==> config.mk <==
export PLATFORM = sky130hd
export DESIGN_NAME = shift_add_sequencer
export DESIGN_NICKNAME = d
export VERILOG_FILES = /design/src/rtl/mult_pkg.sv /design/src/rtl/shift_add_sequencer.sv
export SDC_FILE = /design/constraint.sdc
export NUM_CORES = 1
export LEC_CHECK = 0
export CAP_MARGIN = 20
export CELL_PAD_IN_SITES_DETAIL_PLACEMENT = 0
export CELL_PAD_IN_SITES_GLOBAL_PLACEMENT = 1
export CORE_UTILIZATION = 43
export DETAILED_ROUTE_END_ITERATION = 10
export PLACE_DENSITY_LB_ADDON = 0.1
export RECOVER_POWER = 100
export SYNTH_ARGS = -nofsm -noshare
export SYNTH_HDL_FRONTEND = slang
export SYNTH_SLANG_ARGS = --single-unit
==> constraint.sdc <==
create_clock -name clk -period 4 [get_ports clk]
set_clock_uncertainty 0.15 [all_clocks]
set_input_delay 1 -clock clk [delete_from_list [all_inputs] [get_ports clk]]
set_output_delay 1 -clock clk [all_outputs]
set_load 0.02 [all_outputs]
==> src/rtl/mult_pkg.sv <==
// -----------------------------------------------------------------------------
// mult_pkg
// Shared types and sizes for the shift-and-add multiplier.
//   seq_state_t : control FSM state encoding (IDLE, LOAD, RUN, DONE)
//   MULT_W      : operand width (multiplicand / multiplier)
//   PROD_W      : product and multiplicand-register width (2*MULT_W)
//   CNT_W       : width of the RUN step counter (counts MULT_W steps)
// -----------------------------------------------------------------------------
package mult_pkg;

    localparam int MULT_W = 8;
    localparam int PROD_W = 2 * MULT_W;
    localparam int CNT_W  = 3;

    typedef enum logic [1:0] {
        IDLE = 2'd0,
        LOAD = 2'd1,
        RUN  = 2'd2,
        DONE = 2'd3
    } seq_state_t;

endpackage

==> src/rtl/shift_add_sequencer.sv <==
// -----------------------------------------------------------------------------
// shift_add_sequencer
// Control-and-accumulate stage of an 8x8 shift-and-add multiplier. It drives an
// external 16-bit loadable left-shift register that holds the multiplicand,
// walks the multiplier LSB-first, and adds the shifted multiplicand into an
// accumulator whenever the current multiplier bit is set.
//
// Ports:
//   clk      in   system clock; state updates on the rising edge
//   rst_n    in   asynchronous active-low reset
//   start    in   multiply request, sampled only in IDLE
//   a        in   multiplicand (loaded into the external register)
//   b        in   multiplier (captured internally)
//   mcand_q  in   Q output of the external multiplicand register
//   l_o      out  parallel-load value {8'h00, captured a}
//   lds_o    out  register load select
//   ebl_o    out  register enable (gates the register clock)
//   sis_o    out  serial-in bit for the register, always 0
//   product  out  result, held until overwritten by the next multiply
//   busy     out  high whenever the FSM is not IDLE
//   done     out  one-cycle pulse when product becomes valid
// -----------------------------------------------------------------------------
module shift_add_sequencer
    import mult_pkg::*;
#(
    parameter int WIDTH = MULT_W
) (
    input  logic                 clk,
    input  logic                 rst_n,
    input  logic                 start,
    input  logic [WIDTH-1:0]     a,
    input  logic [WIDTH-1:0]     b,
    input  logic [2*WIDTH-1:0]   mcand_q,
    output logic [2*WIDTH-1:0]   l_o,
    output logic                 lds_o,
    output logic                 ebl_o,
    output logic                 sis_o,
    output logic [2*WIDTH-1:0]   product,
    output logic                 busy,
    output logic                 done
);

    localparam logic [CNT_W-1:0] CNT_LAST = '1;

    seq_state_t         r_state;
    seq_state_t         w_next_state;
    logic [MULT_W-1:0]  r_a;
    logic [MULT_W-1:0]  r_mplier;
    logic [PROD_W-1:0]  r_acc;
    logic [PROD_W-1:0]  r_product;
    logic [CNT_W-1:0]   r_cnt;
    logic [PROD_W-1:0]  w_addend;
    logic [PROD_W-1:0]  w_sum;

    // The external register already presents a<<k at step k, so the add is
    // just a gated pass of its output.
    assign w_addend = r_mplier[0] ? mcand_q : '0;
    assign w_sum    = r_acc + w_addend;

    // -------------------------------------------------------------------------
    // Next-state logic
    // -------------------------------------------------------------------------
    always_comb begin
        // NOTE: default first so every path assigns it and no latch is inferred.
        w_next_state = r_state;
        unique case (r_state)
            IDLE: if (start) w_next_state = LOAD;
            LOAD: w_next_state = RUN;
            RUN:  if (r_cnt == CNT_LAST) w_next_state = DONE;
            DONE: w_next_state = IDLE;
            default: w_next_state = IDLE;
        endcase
    end

    // -------------------------------------------------------------------------
    // Rising-edge state and datapath
    // -------------------------------------------------------------------------
    always_ff @(posedge clk or negedge rst_n) begin
        if (!rst_n) begin
            // NOTE: non-blocking assignments for all state so every flop samples
            // pre-edge values regardless of process ordering.
            r_state   <= IDLE;
            r_a       <= '0;
            r_mplier  <= '0;
            r_acc     <= '0;
            r_product <= '0;
            r_cnt     <= '0;
        end else begin
            r_state <= w_next_state;
            case (r_state)
                IDLE: begin
                    if (start) begin
                        r_a      <= a;
                        r_mplier <= b;
                        r_acc    <= '0;
                        r_cnt    <= '0;
                    end
                end
                RUN: begin
                    r_acc    <= w_sum;
                    r_mplier <= r_mplier >> 1;
                    r_cnt    <= r_cnt + 1'b1;
                    // Take the final sum directly so product is valid in DONE.
                    if (r_cnt == CNT_LAST) r_product <= w_sum;
                end
                default: ;
            endcase
        end
    end

    // -------------------------------------------------------------------------
    // Falling-edge sideband to the multiplicand register. Launching half a
    // cycle late keeps ebl_o stable while clk is high, so clk & ebl_o cannot
    // glitch.
    // -------------------------------------------------------------------------
    always_ff @(negedge clk or negedge rst_n) begin
        if (!rst_n) begin
            lds_o <= 1'b0;
            ebl_o <= 1'b0;
            l_o   <= '0;
        end else begin
            lds_o <= (r_state == LOAD);
            ebl_o <= (r_state == LOAD) || (r_state == RUN);
            l_o   <= {{(PROD_W - MULT_W){1'b0}}, r_a};
        end
    end

    assign sis_o   = 1'b0;
    assign product = r_product;
    assign busy    = (r_state != IDLE);
    assign done    = (r_state == DONE);

endmodule

==> insert_results.sql <==
INSERT INTO impl_metrics (metric_group, metric, value, unit) VALUES
('status', 'outcome', 'finished with violations', ''),
('status', 'failing_checks', 'capacitance limit, slew limit, setup timing', ''),
('synthesis', 'synth.most_common_cell', 'sky130_fd_sc_hd__dfrtp_1', ''),
('worst_setup_path', 'worst_setup_path_start_kind', 'flip-flop', ''),
('clock_tree', 'cts-buffers-inserted', '9', ''),
('placed_design', 'dpl.cell_count', '477', ''),
('synthesis', 'mappedNetlistArea', '0.00341', 'mm2'),
('synthesis', 'post_synthesis_cell_count', '326', ''),
('clock_tree', 'cts.hold.buffers_added', '0', ''),
('worst_setup_path', 'cp_slowest_cell', 'sky130_fd_sc_hd__dfrtn_1', ''),
('worst_setup_path', 'timing.critical_path.fanout_max', '1', ''),
('synthesis', 'synthTopCellsByArea', 'sky130_fd_sc_hd__dfrtp_1, sky130_fd_sc_hd__ha_1, sky130_fd_sc_hd__dfrtn_1', ''),
('flow_run', 'drv_cap', '1', ''),
('synthesis', 'synth_top_area_share', '38.9', '%'),
('placed_design', 'detailedPlacementHpwl', '5.09', 'mm'),
('cells_and_area', 'drive_gt1_share', '13.3', '%'),
('clock_tree', 'post_cts.repair.setup_buffers', '0', ''),
('route', 'route.detailed.drc', '0', ''),
('cells_and_area', 'antenna_cells', '0', ''),
('synthesis', 'cell_type_contributing_the_most_total_cell_area_after_synthesis', 'sky130_fd_sc_hd__dfrtp_1', ''),
('clock_tree', 'tritoncts', 'built', ''),
('cells_and_area', 'final_area', '0.00429', 'mm2'),
('sta', 'worst_pin_slew', '1490', 'ps'),
('route', 'drt-total-wl', '7.20', 'mm'),
('synthesis', 'postSynthRegisterBits', '63', ''),
('die', 'die_wd', '91.1', 'um'),
('sta', 'drv_slew', '1', ''),
('die', 'initial_utilization', '44.4', '%'),
('worst_setup_path', 'critical_path_required', '2850', 'ps'),
('sta', 'worst_slack', '-12.2', 'ps'),
('min_path', 'hold_critical_path_endpoint', 'product[8]', ''),
('route', 'detail_route.vias_per_cell', '5.16', ''),
('worst_setup_path', 'rrSetupSlack', '820', 'ps'),
('synthesis', 'synth_cell_types', '54', ''),
('synthesis', 'most_used_flip_flop_cell_after_synthesis', 'sky130_fd_sc_hd__dfrtp_1', ''),
('die', 'die_height', '91.1', 'um'),
('placed_design', 'detailedPlace.worstSlack', '-134', 'ps'),
('global_routing', 'grt_first_pass_wirelength', '12.2', 'mm'),
('power', 'power.sequential.fraction', '34.3', '%'),
('sta', 'hold_violations', '0', ''),
('route', 'detail_route.wl_per_cell', '14.6', 'um'),
('die', 'ios', '72', ''),
('synthesis', 'post_synth.cell_area_avg', '10.5', 'um2'),
('power', 'p_sw', '1.20', 'mW'),
('placed_design', 'gp_congestion', '0.852', ''),
('synthesis', 'seq_area_frac_synth', '46.2', '%'),
('power', 'total_leakage_power', '2.01', 'nW'),
('cells_and_area', 'final-instance-count-excl-fill', '493', ''),
('global_routing', 'grt_usage', '19.0', '%'),
('sta', 'timing.final.setup_violations', '4', ''),
('sta', 'grt_setup_unrepaired', 'true', ''),
('min_path', 'timing.hold.worst.class', 'reg2reg', ''),
('power', 'clock_power_share', '20.3', '%'),
('die', 'dieArea', '0.00830', 'mm2'),
('global_routing', 'grt_pass1_vias', '2482', ''),
('clock_tree', 'clk_sinks', '63', ''),
('power', 'powerDensity', '725', 'mW/mm2'),
('placed_design', 'dpl_cell_area', '0.00408', 'mm2'),
('worst_setup_path', 'timing.setup.critical_path_class', 'reg2out', ''),
('synthesis', 'synthArstFlopShare', '100', '%'),
('worst_setup_path', 'r2r.worst_path.cells', '9', ''),
('power', 'power.share.combinational', '45.4', '%'),
('synthesis', 'yosys_warnings', '0', ''),
('worst_setup_path', 'path_cells', 'buf_6', ''),
('clock_tree', 'register_clock_pin_slew_on_the_reported_worst_setup_and_hold_paths', '70', 'ps'),
('die', 'floorplan.rows', '32', ''),
('placed_design', 'buffer_ports.inserted', '62', ''),
('clock_tree', 'cts_htree_levels', '3', ''),
('power', 'vdd.ir_drop.worst', '0.463', 'mV'),
('global_routing', 'initial_antenna_violation_count', '0', ''),
('clock_tree', 'cts_root_buf', 'sky130_fd_sc_hd__clkbuf_8', '');
## state kept, by name (all words and copies together) (netlist names)
register / flops
product: 16
r_acc: 16
l_o: 8
r_a: 8
r_mplier: 8
r_cnt: 3
r_state: 2
ebl_o: 1
lds_o: 1
## layout make-up
class	count	area, um2
fillers	707	3400
well taps	102	128
multi-input cells	240	1680
inverters	6	22.5
repair buffers	66	651
clock buffers	10	138
flip-flops and latches	63	1580
clock inverters	6	92.6
## timing repair
item	CTS	global route
resized for setup	58	2
gates cloned	0	0
endpoints found under the hold margin	0	0
endpoints found under the setup margin	10	10
## stage by stage
stage	TNS [ps]	hold slack [ps]	utilization [%]
after floorplan	0	300	-
after global placement	-1110	310	53.1
after detailed placement	-1130	320	53.1
after CTS	-123	337	56.2
after global routing	-337	355	55.7
final	-26.4	323	55.7
## power by group through the flow
stage                     sequential [mW]  combinational [mW]  clock, mW
after global routing                 1.10                1.58      0.677
final                                1.06                1.41      0.631
after global placement               1.06                1.43          0
after CTS                            1.07                1.46      0.653
after floorplan                      1.16               0.865          0
after detailed placement             1.07                1.45          0
## cells in the final DEF, fill, tap and decap left out, drive strengths merged, types with 3 or more instances in the layout
master and count:
dfrtp 53, nand2 42, clkdlybuf4s50 30, o21ai 28, ha 21, dlygate4sd3 21, and2 19, mux2 14
clkbuf 13, buf 12, a21oi 11, dfrtn 10, nand3 9, conb 9, a22o 8, a21o 8
xnor2 7, mux2i 7, inv 7, nor2 5, xor2 5, nor3 4, o211ai 4, or3 3
a211oi 3
## worst max-delay path by stage
stage	end	slack (ps)	depth (start not counted)
2_1_floorplan	ebl_o	380	0
4_1_cts	l_o[7]	-20	1
6_report	l_o[7]	-10	1
3_5_place_dp	l_o[7]	-130	1
5_1_grt	l_o[5]	-50	1
3_3_place_gp	ebl_o	-120	1
## kinds of logic after synthesis
family          Yosys count  synth area share, %
compound gates           83                 17.0
xor+xnor                 12                 3.08
fa+ha+maj                22                 8.29
buf+inv                  31                 4.69
flops                    63                 46.2
mux                      21                 6.67
other cells               1                0.110
simple gates             93                 14.0
## metal layers
metal	track usage [%]	vias to the layer above	share of wire (%)	routed length, um
met5	0	-	0	0
met4	8.60	0	2.1	153
met3	5.11	13	4.7	335
met2	28.8	51	45	3240
met1	25.4	1215	48	3470
li1	-	1265	-	-
Note: power is estimated with default switching activity, not from simulation.
